==> src/rtl/cov_mon_pkg.sv <==
// Shared types and helpers for the coverage stall monitor.
package cov_mon_pkg;

  // Monitor FSM states.
  typedef enum logic [1:0] {
    RUN  = 2'd0,
    FIRE = 2'd1,
    HOLD = 2'd2
  } mon_state_e;

  // Working width for threshold arithmetic; wide enough for any sane CNT_W+COV_W.
  localparam int unsigned THR_W = 128;
  typedef logic [THR_W-1:0] thr_t;

  // base_wait*((cov_val>>shift)+1), wrapped at prod_w bits, then saturated to cnt_w bits.
  function automatic thr_t sat_thresh(input thr_t        base_wait,
                                      input thr_t        cov_val,
                                      input int unsigned shift,
                                      input int unsigned prod_w,
                                      input int unsigned cnt_w);
    thr_t prod;
    thr_t lim;
    prod = base_wait * ((cov_val >> shift) + thr_t'(1));
    prod = prod & ((thr_t'(1) << prod_w) - thr_t'(1));
    lim  = (thr_t'(1) << cnt_w) - thr_t'(1);
    return (prod > lim) ? lim : prod;
  endfunction

endpackage

==> src/rtl/cov_stall_chan.sv <==
// One coverage channel: tracks the last coverage value and how long it has been stuck.
module cov_stall_chan import cov_mon_pkg::*; #(
  parameter int unsigned COV_W       = 30,
  parameter int unsigned CNT_W       = 32,
  parameter int unsigned BASE_WAIT   = 1000,
  parameter int unsigned SCALE_SHIFT = 19
) (
  input  logic             clk_i,
  input  logic             rst_i,
  input  logic             en_i,
  input  logic             clr_i,
  input  logic [COV_W-1:0] cov_i,
  output logic             stall_c_o
);

  logic [COV_W-1:0] pre_cov_q, pre_cov_d;
  logic [CNT_W-1:0] count_q, count_d;
  logic [CNT_W-1:0] thresh_c;
  logic             changed_c;

  // Next-state for the previous-coverage register and the saturating stall counter.
  always_comb begin
    changed_c = en_i && (cov_i != pre_cov_q);
    pre_cov_d = changed_c ? cov_i : pre_cov_q;
    count_d   = count_q;
    if (clr_i || changed_c) begin
      count_d = '0;
    end else if (en_i && (count_q != '1)) begin
      count_d = count_q + CNT_W'(1);
    end
  end

  // Channel state registers.
  always_ff @(posedge clk_i or posedge rst_i) begin
    if (rst_i) begin
      pre_cov_q <= '0;
      count_q   <= '0;
    end else begin
      pre_cov_q <= pre_cov_d;
      count_q   <= count_d;
    end
  end

  // Higher coverage buys a proportionally longer wait before declaring a stall.
  assign thresh_c  = CNT_W'(sat_thresh(thr_t'(BASE_WAIT), thr_t'(pre_cov_q), SCALE_SHIFT,
                                       CNT_W + COV_W, CNT_W));
  assign stall_c_o = (count_q >= thresh_c);

endmodule

==> src/rtl/cov_stall_monitor.sv <==
// Coverage stall monitor: raises an interrupt when coverage stops moving or a global watchdog expires.
module cov_stall_monitor import cov_mon_pkg::*; #(
  parameter int unsigned NCH         = 2,
  parameter int unsigned COV_W       = 30,
  parameter int unsigned CNT_W       = 32,
  parameter int unsigned BASE_WAIT   = 1000,
  parameter int unsigned SCALE_SHIFT = 19,
  parameter int unsigned WDOG_LIMIT  = 50000,
  parameter int unsigned HOLDOFF     = 16,
  parameter int unsigned PULSE_MODE  = 0
) (
  input  logic                 clock,
  input  logic                 reset,
  input  logic                 en,
  input  logic [NCH*COV_W-1:0] cov,
  input  logic [63:0]          tohost,
  input  logic                 int_ack,
  output logic                 interrupt,
  output logic [NCH:0]         cause
);

  localparam int unsigned HO_W  = (HOLDOFF > 1) ? $clog2(HOLDOFF) : 1;
  localparam int unsigned CMP_W = (CNT_W > 32) ? CNT_W : 32;

  mon_state_e       state_q;
  logic             interrupt_q;
  logic [NCH:0]     cause_q;
  logic [HO_W-1:0]  hold_cnt_q;
  logic [CNT_W-1:0] wdog_q, wdog_d;

  logic [NCH-1:0]   stall_c;
  logic             wd_hit_c;
  logic [NCH:0]     trig_c;
  logic             done_c;
  logic             leave_c;
  logic             clr_c;
  logic             tohost_unused;

  assign tohost_unused = ^tohost[63:1];

  // Completion marker and FIRE exit both restart every stall measurement.
  assign done_c   = tohost[0];
  assign leave_c  = (state_q == FIRE) && ((PULSE_MODE != 0) || int_ack || done_c);
  assign clr_c    = done_c || leave_c;
  assign wd_hit_c = (CMP_W'(wdog_q) >= CMP_W'(WDOG_LIMIT));
  assign trig_c   = {wd_hit_c, stall_c};

  // Per-channel stall detectors.
  for (genvar g = 0; g < NCH; g++) begin : g_chan
    cov_stall_chan #(
      .COV_W       (COV_W),
      .CNT_W       (CNT_W),
      .BASE_WAIT   (BASE_WAIT),
      .SCALE_SHIFT (SCALE_SHIFT)
    ) u_chan (
      .clk_i     (clock),
      .rst_i     (reset),
      .en_i      (en),
      .clr_i     (clr_c),
      .cov_i     (cov[g*COV_W +: COV_W]),
      .stall_c_o (stall_c[g])
    );
  end

  // Saturating global watchdog next-state.
  always_comb begin
    wdog_d = wdog_q;
    if (clr_c) begin
      wdog_d = '0;
    end else if (en && (wdog_q != '1)) begin
      wdog_d = wdog_q + CNT_W'(1);
    end
  end

  // Watchdog register.
  always_ff @(posedge clock or posedge reset) begin
    if (reset) begin
      wdog_q <= '0;
    end else begin
      wdog_q <= wdog_d;
    end
  end

  // Interrupt FSM with registered interrupt and cause.
  always_ff @(posedge clock or posedge reset) begin
    if (reset) begin
      state_q     <= RUN;
      interrupt_q <= 1'b0;
      cause_q     <= '0;
      hold_cnt_q  <= '0;
    end else begin
      case (state_q)
        RUN: begin
          hold_cnt_q <= '0;
          if ((|trig_c) && !done_c) begin
            state_q     <= FIRE;
            interrupt_q <= 1'b1;
            cause_q     <= trig_c;
          end
        end
        FIRE: begin
          if (leave_c) begin
            state_q     <= HOLD;
            interrupt_q <= 1'b0;
            cause_q     <= '0;
            hold_cnt_q  <= '0;
          end
        end
        HOLD: begin
          if (32'(hold_cnt_q) + 32'd1 >= HOLDOFF) begin
            state_q <= RUN;
          end else begin
            hold_cnt_q <= hold_cnt_q + HO_W'(1);
          end
        end
        default: begin
          state_q     <= RUN;
          interrupt_q <= 1'b0;
          cause_q     <= '0;
          hold_cnt_q  <= '0;
        end
      endcase
    end
  end

  assign interrupt = interrupt_q;
  assign cause     = cause_q;

endmodule

==> config.mk <==
export PLATFORM = sky130hd
export DESIGN_NAME = cov_stall_monitor
export DESIGN_NICKNAME = d
export VERILOG_FILES = /design/src/rtl/cov_mon_pkg.sv /design/src/rtl/cov_stall_chan.sv /design/src/rtl/cov_stall_monitor.sv
export SDC_FILE = /design/constraint.sdc
export NUM_CORES = 1
export LEC_CHECK = 0
export ABC_AREA = 1
export BUFFER_PORTS_ARGS = -buffer_cell sky130_fd_sc_hd__buf_4
export CORE_MARGIN = 1
export CORE_UTILIZATION = 45
export DETAILED_ROUTE_END_ITERATION = 8
export MAX_ROUTING_LAYER = met4
export PLACE_DENSITY = 0.77
export SETUP_SLACK_MARGIN = 0.3
export SLEW_MARGIN = 20
export SYNTH_ARGS = -nofsm -noshare
export SYNTH_HDL_FRONTEND = slang
export SYNTH_SLANG_ARGS = --single-unit
==> constraint.sdc <==
create_clock -name clock -period 6.17 [get_ports clock]
set_input_delay 1.234 -clock clock [delete_from_list [all_inputs] [get_ports clock]]
set_output_delay 1.234 -clock clock [all_outputs]
set_load 0.02 [all_outputs]
==> key figures, run 1 <==
Yosys
  – Flops & latches, synth: 166
  – Synth top area share: 28.05%
  – Number of synthesized flops with an enable pin: 0
  – Yosys warnings: 0
  – Synth Area in Adders: 19.55%
  – Seq/Total Area, Yosys: 28.05%
  – Post-Syn Area per Cell: 7.673 µm²
  – Synth Area in Simple Gates: 27.02%
  – Xor/xnor share of the synthesized area: 7.630%
  – Synth area leader: dfrtp_1
  – Cells after synthesis: 1930
  – Syn nets: 2251
  – Largest family of logic cells by synthesized area: simple AND/OR/NAND/NOR gates
  – Post-synth cell types: 54
  – Main area contributors after synthesis: dfrtp_1 (28%), nand2_1 (11%), ha_1 (11%)
  – Mux contribution to synthesized area: 1.065%
  – Synthesized area: 14810 µm²
  – Async set-reset flop share out of synthesis: 100.0%
  – Top_reg_cell synth: dfrtp_1
  – Post-synth top cells: nand2_1 (435), inv_1 (292), nor2_1 (177)
  – Most common cell in the synthesized netlist: nand2_1
  – Synth Area in Compound Gates: 7.664%

Critical path
  – Reg-to-Reg Start: g_chan[0].u_chan.pre_cov_q[20]
  – Crit. End Element: flip-flop
  – Worst R2R End: cause[0]
  – Reg2reg path depth: 32
  – WP data arrival: 6.16 ns
  – Crit path launch type: flip-flop
  – CP max-delay cell: fa_1
  – Crit-path max FO: 5
  – R2R setup slack: 0.35 ns
  – Crit path kind: reg2reg
  – Largest stage delay, worst path: 0.58 ns
  – Critical Path RT: 6.51 ns

Timing
  – Max Clock Skew: 0.01116 ns
  – Worst-margin pin slew: 0.8519 ns
  – Final Critical Period: 5.820 ns
  – Final Cycle Share: 94.33%
  – Final Max Slew Viols: 0
  – Slew margin rel.: 43.21%
  – RSZ-0062 raised after global routing: true
  – Final setup vio count: 0
  – Final worst slack: 0.3500 ns
  – Final hold violations: 0
  – Max Clk Rate: 0.1718 GHz

CTS
  – Clock root buffer master: clkbuf_16
  – CTS buffer count: 17
  – Hold buffers post-CTS: 0
  – Clock Sinks: 166
  – H-tree levels: 4
  – Clock-pin slew on the worst setup and hold paths: 0.07 ns
  – CTS tree: yes
  – Worst skew pair latency: 0.44 ns
  – Max clock buf depth: 2

Global route
  – Global-route wire length before repair: 56790 µm
  – Largest net degree at the start of global routing: 117
  – Grt total ovfl: 0
  – GRT Resource Usage Total: 21.01%
  – Antenna violations before repair: 1
  – Number of global-route vias before repair: 12550

Place
  – Post-DP HPWL: 25170 µm
  – PortBufs: 68
  – Gpl congestion: 0.9379
  – Post-place setup slack: -0.2586 ns
  – DP Area: 15960 µm²
  – Inst Count DP: 2447

Power
  – Total power: 7.629 mW
  – Leakage: 8.303 nW
  – Peak supply drop: 0.4214 mV
  – Cell area power density: 432.8 nW/µm²

Layout
  – Fraction of layout cells with a size suffix above 1: 19.52%
  – Post-route cell area: 17630 µm²
  – Fin cells: 2502
  – Final net count: 2367
  – Fin util: 54.31%
  – Area Growth Syn to Fin: 19.04%
  – Fillers: 2769

Drt
  – Vias: 13020
  – Iter 0 DRT Violations: 807
  – Via density: 5.205
  – Post-DRT Antenna Nets: 0
  – WL/cell: 14.07 µm
  – First drt pass iteration count: 7
  – DRC: 0
  – Final WL: 35210 µm

Floorplan
  – Die footprint: 33640 µm²
  – Initial core utilization: 45.63%
  – Rows: 66
  – Die width: 183.4 µm
  – Die height: 183.4 µm
  – I/O Pins: 132
  – Core area: 32450 µm²

Flow run
  – Max-cap viol count: 0

Worst hold path
  – HP Class: reg2reg
  – Hold_sp: cause[1]
  – Worst Hold Depth: 2
  – Hold Path End: cause[1]

Run status
  – Status: finished clean
logic make-up after synthesis:
kind of cell    after synthesis
mux                          14
fa+ha+maj                   193
buf+inv                     334
flops                       166
compound gates              207
simple gates                887
xor+xnor                    129
stage by stage:
step / TNS [ns] / hold WS [ns]
CTS: 0 / 0.4860
detailed placement: -1.143 / 0.4676
floorplan: 0 / 0.4615
global placement: 0 / 0.4700
finish: 0 / 0.4891
global route: 0 / 0.5174
power breakdown:
part | switching [mW] | total, mW | leakage [nW] | internal (mW)
sequential | 0.0549 | 1.20 | 2.19 | 1.14
clock | 0.500 | 1.15 | 0.298 | 0.649
combinational | 2.94 | 5.28 | 5.81 | 2.34
total | 3.50 | 7.63 | 8.30 | 4.13
metal layers:
| layer | GRT usage [%] | vias to the layer above | wire, µm |
|---|---|---|---|
| met2 | 34.71 | 317 | 17430 |
| met1 | 26.67 | 6239 | 15660 |
| met3 | 2.323 | 70 | 1269 |
| met4 | 7.367 | 0 | 855 |
| li1 | - | 6398 | - |
| met5 | - | - | 0 |
critical path, delay by kind of cell, from the launching register on:
family                     cells  cell delay [ns]
xor gates and xnor gates       2             0.30
buffers and inverters          5             0.47
adders and majority gates      6             2.47
AOI/OAI and AO/OA              5             0.66
and+or+nand+nor               14             1.36
DFF                            1             0.44
worst max path at each step:
stage                                         startpoint        end  slack, ns  cells past startpoint
after floorplan           g_chan[0].u_chan.pre_cov_q[19]  interrupt       0.32                     33
after global placement    g_chan[0].u_chan.pre_cov_q[20]  interrupt       0.01                     34
after detailed placement  g_chan[0].u_chan.pre_cov_q[20]  interrupt      -0.26                     34
after CTS                 g_chan[0].u_chan.pre_cov_q[19]  interrupt       0.30                     29
after global routing      g_chan[1].u_chan.pre_cov_q[20]   cause[0]       0.05                     34
final                     g_chan[0].u_chan.pre_cov_q[20]   cause[0]       0.35                     32
cell usage in the layout, fill, tap and decap left out, types with 4 or more instances in the layout:
master,n
mux2_2,14
clkbuf_16,17
a21oi_2,19
clkinv_4,4
nand3_2,7
inv_2,27
buf_4,123
o21ai_2,9
and3_1,4
fa_1,64
nor2_4,12
nand4_1,37
ha_2,4
ha_4,21
nand2_4,4
o31ai_1,10
o21ai_1,30
nor3_2,13
or2_2,18
nor4_1,11
ha_1,104
nor3b_1,9
xor2_2,14
nor3_4,4
dfrtp_1,159
nor3_1,44
o21ai_0,51
xnor2_1,44
nor2_2,13
inv_6,5
inv_1,275
xor2_1,69
nand2_2,33
nand3b_1,12
dfrtp_2,7
o21bai_1,4
nand2_1,413
nor2_1,161
a21oi_1,62
nand3_1,77
sequential cells by signal, indices dropped and copies added (netlist names):
name,flops
interrupt,1
hold_cnt_q,4
g_chan.u_chan.pre_cov_q,60
cause,3
g_chan.u_chan.count_q,64
state_q,2
wdog_q,32
layout make-up:
type / count / area (µm²) / share of cell area [%]
clock buffer: 18 / 429.2 / 2.435
clock inverter: 14 / 187.7 / 1.065
multi-input combinational: 1430 / 10180 / 57.77
tap: 442 / 553.0 / 3.137
inverter: 306 / 1162 / 6.594
antenna: 1 / 2.502 / 0.01420
sequential: 166 / 4163 / 23.62
timing repair buffer: 125 / 945.9 / 5.366
what timing repair did:
item                                    in CTS  in global routing
endpoints found under the setup margin       5                  5
resized for setup                           44                152
setup buffers                                8                 14
pin swaps                                    7                 74
Power figures use the tool's default switching activity.
==> run 2, diff against run 1 <==
Settings changed: ABC_AREA 1 to not set, CTS_CLUSTER_DIAMETER set to 40, PLACE_DENSITY 0.77 to 0.78, SETUP_SLACK_MARGIN 0.3 to not set.
==> key figures, run 2 <==
Critical path
  – R2R setup slack: -0.18 ns (-0.53 ns)
  – Critical Path RT: 6.50 ns (about the same)
  – Crit path kind: reg2reg
  – WP data arrival: 6.68 ns (+0.52 ns)
  – Largest stage delay, worst path: 0.58 ns (about the same)
  – Crit-path max FO: 4 (-1)
  – CP max-delay cell: fa_1
  – Reg2reg path depth: 28 (-13%)
  – Worst R2R End: cause[1]
  – Crit. End Element: flip-flop
  – Reg-to-Reg Start: g_chan[1].u_chan.pre_cov_q[19]
  – Crit path launch type: flip-flop

Timing
  – Final Critical Period: 6.355 ns (+0.5349 ns)
  – Hold slack: 0.5172 ns (+0.02814 ns)
  – Final worst slack: -0.1849 ns (-0.5349 ns)
  – Final hold violations: 0 (unchanged)
  – Final Cycle Share: 103.0% (+8.7 points)
  – Final Max Slew Viols: 0 (unchanged)
  – Slew margin rel.: 31.88% (-11 points)
  – Max Clock Skew: 0.01061 ns (-0.0005551 ns)
  – Setup TNS Final: -0.7564 ns (-0.7564 ns)
  – Worst-margin pin slew: 1.013 ns (+0.1606 ns)
  – Final setup vio count: 5 (+5)
  – RSZ-0062 raised after global routing: true
  – Max Clk Rate: 0.1574 GHz (-8.4%)

Floorplan
  – Rows: 63 (-4.5%)
  – Die footprint: 30670 µm² (-8.8%)
  – I/O Pins: 132 (unchanged)
  – Die height: 175.1 µm (-4.5%)
  – Die width: 175.1 µm (-4.5%)
  – Initial core utilization: 45.63% (about the same)
  – Core area: 29560 µm² (-8.9%)

CTS
  – Clock-pin slew on the worst setup and hold paths: 0.07 ns (about the same)
  – CTS tree: yes
  – Clock Sinks: 166 (unchanged)
  – Clock root buffer master: clkbuf_16
  – H-tree levels: 4 (unchanged)
  – Worst skew pair latency: 0.44 ns (about the same)
  – Hold buffers post-CTS: 0 (unchanged)
  – CTS buffer count: 17 (unchanged)
  – Max clock buf depth: 2 (unchanged)

Layout
  – Fin cells: 2003 (-20%)
  – Fin util: 55.45% (+1.1 points)
  – Commonest non-fill, non-tap cell in the layout: buf_4
  – Final net count: 1921 (-19%)
  – Largest registers: g_chan.u_chan.count_q x64, g_chan.u_chan.pre_cov_q x60, wdog_q x32
  – Post-route cell area: 16390 µm² (-7.0%)
  – Area Growth Syn to Fin: 21.53%
  – ANT cells: 0 (-1)
  – Most frequent cells in the layout: buf_4 (206), dfrtp_1 (163), inv_1 (136)
  – Fillers: 2464 (-11%)
  – Register with the most flip-flops: g_chan.u_chan.count_q
  – Largest register FFs: 64 (unchanged)
  – Fraction of layout cells with a size suffix above 1: 22.94% (+3.4 points)

Global route
  – GRT Resource Usage Total: 20.36% (-0.65 points)
  – Grt total ovfl: 0 (unchanged)
  – Global-route wire length before repair: 50100 µm (-12%)
  – Number of global-route vias before repair: 11140 (-11%)
  – Largest net degree at the start of global routing: 61 (-48%)
  – Antenna violations before repair: 0 (-1)

Place
  – PortBufs: 68 (unchanged)
  – DP Area: 15450 µm² (-3.2%)
  – Gpl congestion: 0.8308 (-11%)
  – Inst Count DP: 1961 (-20%)
  – Post-DP HPWL: 22000 µm (-13%)

Power
  – Cell area power density: 546.4 nW/µm² (+26%)
  – Leakage: 7.651 nW (-7.9%)
  – Peak supply drop: 0.5505 mV (+31%)

Drt
  – WL/cell: 14.57 µm (+3.5%)
  – Iter 0 DRT Violations: 591 (-27%)
  – Vias: 10520 (-19%)
  – Post-DRT Antenna Nets: 0 (unchanged)
  – Via density: 5.250 (+0.85%)
  – DRC: 0 (unchanged)
  – First drt pass iteration count: 5 (-2)
  – Final WL: 29180 µm (-17%)

Run status
  – Failing checks: setup timing
  – Status: finished, violations left

Yosys
  – Most common cell in the synthesized netlist: dfrtp_1
  – Post-Syn Area per Cell: 9.593 µm² (+25%)
  – Post-synth top cells: dfrtp_1 (166), inv_1 (143), ha_1 (129)
  – Yosys warnings: 0 (unchanged)
  – Number of synthesized flops with an enable pin: 0 (unchanged)
  – Syn nets: 1727 (-23%)
  – Post-synth cell types: 64 (+19%)
  – Top_reg_cell synth: dfrtp_1
  – Flops & latches, synth: 166 (unchanged)
  – Cells after synthesis: 1406 (-27%)
  – Synthesized area: 13490 µm² (-8.9%)
  – Synth area leader: dfrtp_1
  – Main area contributors after synthesis: dfrtp_1 (31%), ha_1 (12%), fa_1 (9.5%)
  – Async set-reset flop share out of synthesis: 100.0% (unchanged)
  – Synth top area share: 30.80% (+2.7 points)
  – Seq/Total Area, Yosys: 30.80% (+2.7 points)

Worst hold path
  – HP Class: reg2reg
  – Hold_sp: hold_cnt_q[0]
  – Worst Hold Depth: 1 (-1)
  – Hold Path End: hold_cnt_q[0]

Flow run
  – Max-cap viol count: 0 (unchanged)
## run 2: changes by cell type after synthesis, sizes merged, moves of 45 or more
cell   previous run  this run
nand2           450        83
inv             305       143
nor2            187       114
mux2             14        60
nor3             61        16
o21ai            91        46
## run 2: repair_timing
action | 4_1_cts | 5_1_grt
buffers inserted | 11 | 1
endpoints found under the setup margin | 5 | 5
pin swaps | 41 | 30
cloned | 0 | 0
gates resized for setup | 23 | 37
## run 2: layer usage
metal  up-vias  global-route usage, %  share of wire, %
li1       5173                      -                 -
met1      5137                  23.90                43
met2       163                  36.24                53
met3        42                  2.829               2.7
met4         0                  5.580               1.7
met5         -                      -                 0
## run 2: critical path: cells and delay by family, from the launching register on
| kind | cells | cell delay (ns) |
|---|---|---|
| DFF | 1 | 0.45 |
| adders and majority gates | 7 | 2.66 |
| xor gates and xnor gates | 2 | 0.45 |
| buffers and inverters | 6 | 0.65 |
| and+or+nand+nor | 3 | 0.33 |
| AOI/OAI and AO/OA | 10 | 1.70 |
## run 2: final cells by class
cell class | instances | area (µm²) | share of cell area (%)
clock buffers | 17 | 425.4 | 2.595
clock inverters | 15 | 152.6 | 0.9312
inverters | 145 | 549.3 | 3.351
multi-input cells | 1062 | 9050 | 55.21
flip-flops and latches | 166 | 4158 | 25.36
well taps | 390 | 488.0 | 2.977
repair buffers | 208 | 1569 | 9.572
## run 2: how the worst max path moves through the flow
stage	from	to	cells after the start
floorplan	g_chan[0].u_chan.pre_cov_q[20]	cause[2]	27
global placement	g_chan[1].u_chan.pre_cov_q[19]	cause[2]	29
detailed placement	g_chan[1].u_chan.pre_cov_q[19]	cause[2]	29
CTS	g_chan[1].u_chan.pre_cov_q[19]	cause[2]	27
global route	g_chan[1].u_chan.pre_cov_q[20]	cause[1]	28
finish	g_chan[1].u_chan.pre_cov_q[19]	cause[1]	28
## run 2: report_power, final
part | switching (mW) | leakage [nW] | internal [mW]
Combinational | 3.29 | 5.22 | 3.43
Sequential | 0.0413 | 2.16 | 1.13
Clock | 0.517 | 0.274 | 0.539
Total | 3.85 | 7.65 | 5.10
## run 2: logic make-up (layout without fill, tap and decap cells)
logic type               after synthesis  after routing  synth area share (%)
AND/OR/NAND/NOR                      426            426                 16.09
adder cells (fa/ha/maj)              194            194                 21.54
multiplexers                          63             63                 5.232
AO/OA/AOI/OAI                        171            171                 7.783
flip-flops                           166            166                 30.80
buffers and inverters                178            385                 5.046
XOR/XNOR                             208            208                 13.51
## run 2: metrics by stage
stage | worst slack (ns) | power (mW)
after floorplan | 0.000004441 | 5.288
after global placement | -0.4532 | 7.176
after detailed placement | -0.6228 | 7.454
after CTS | -0.1823 | 8.823
after global routing | -0.4985 | 9.928
final | -0.1849 | 8.956
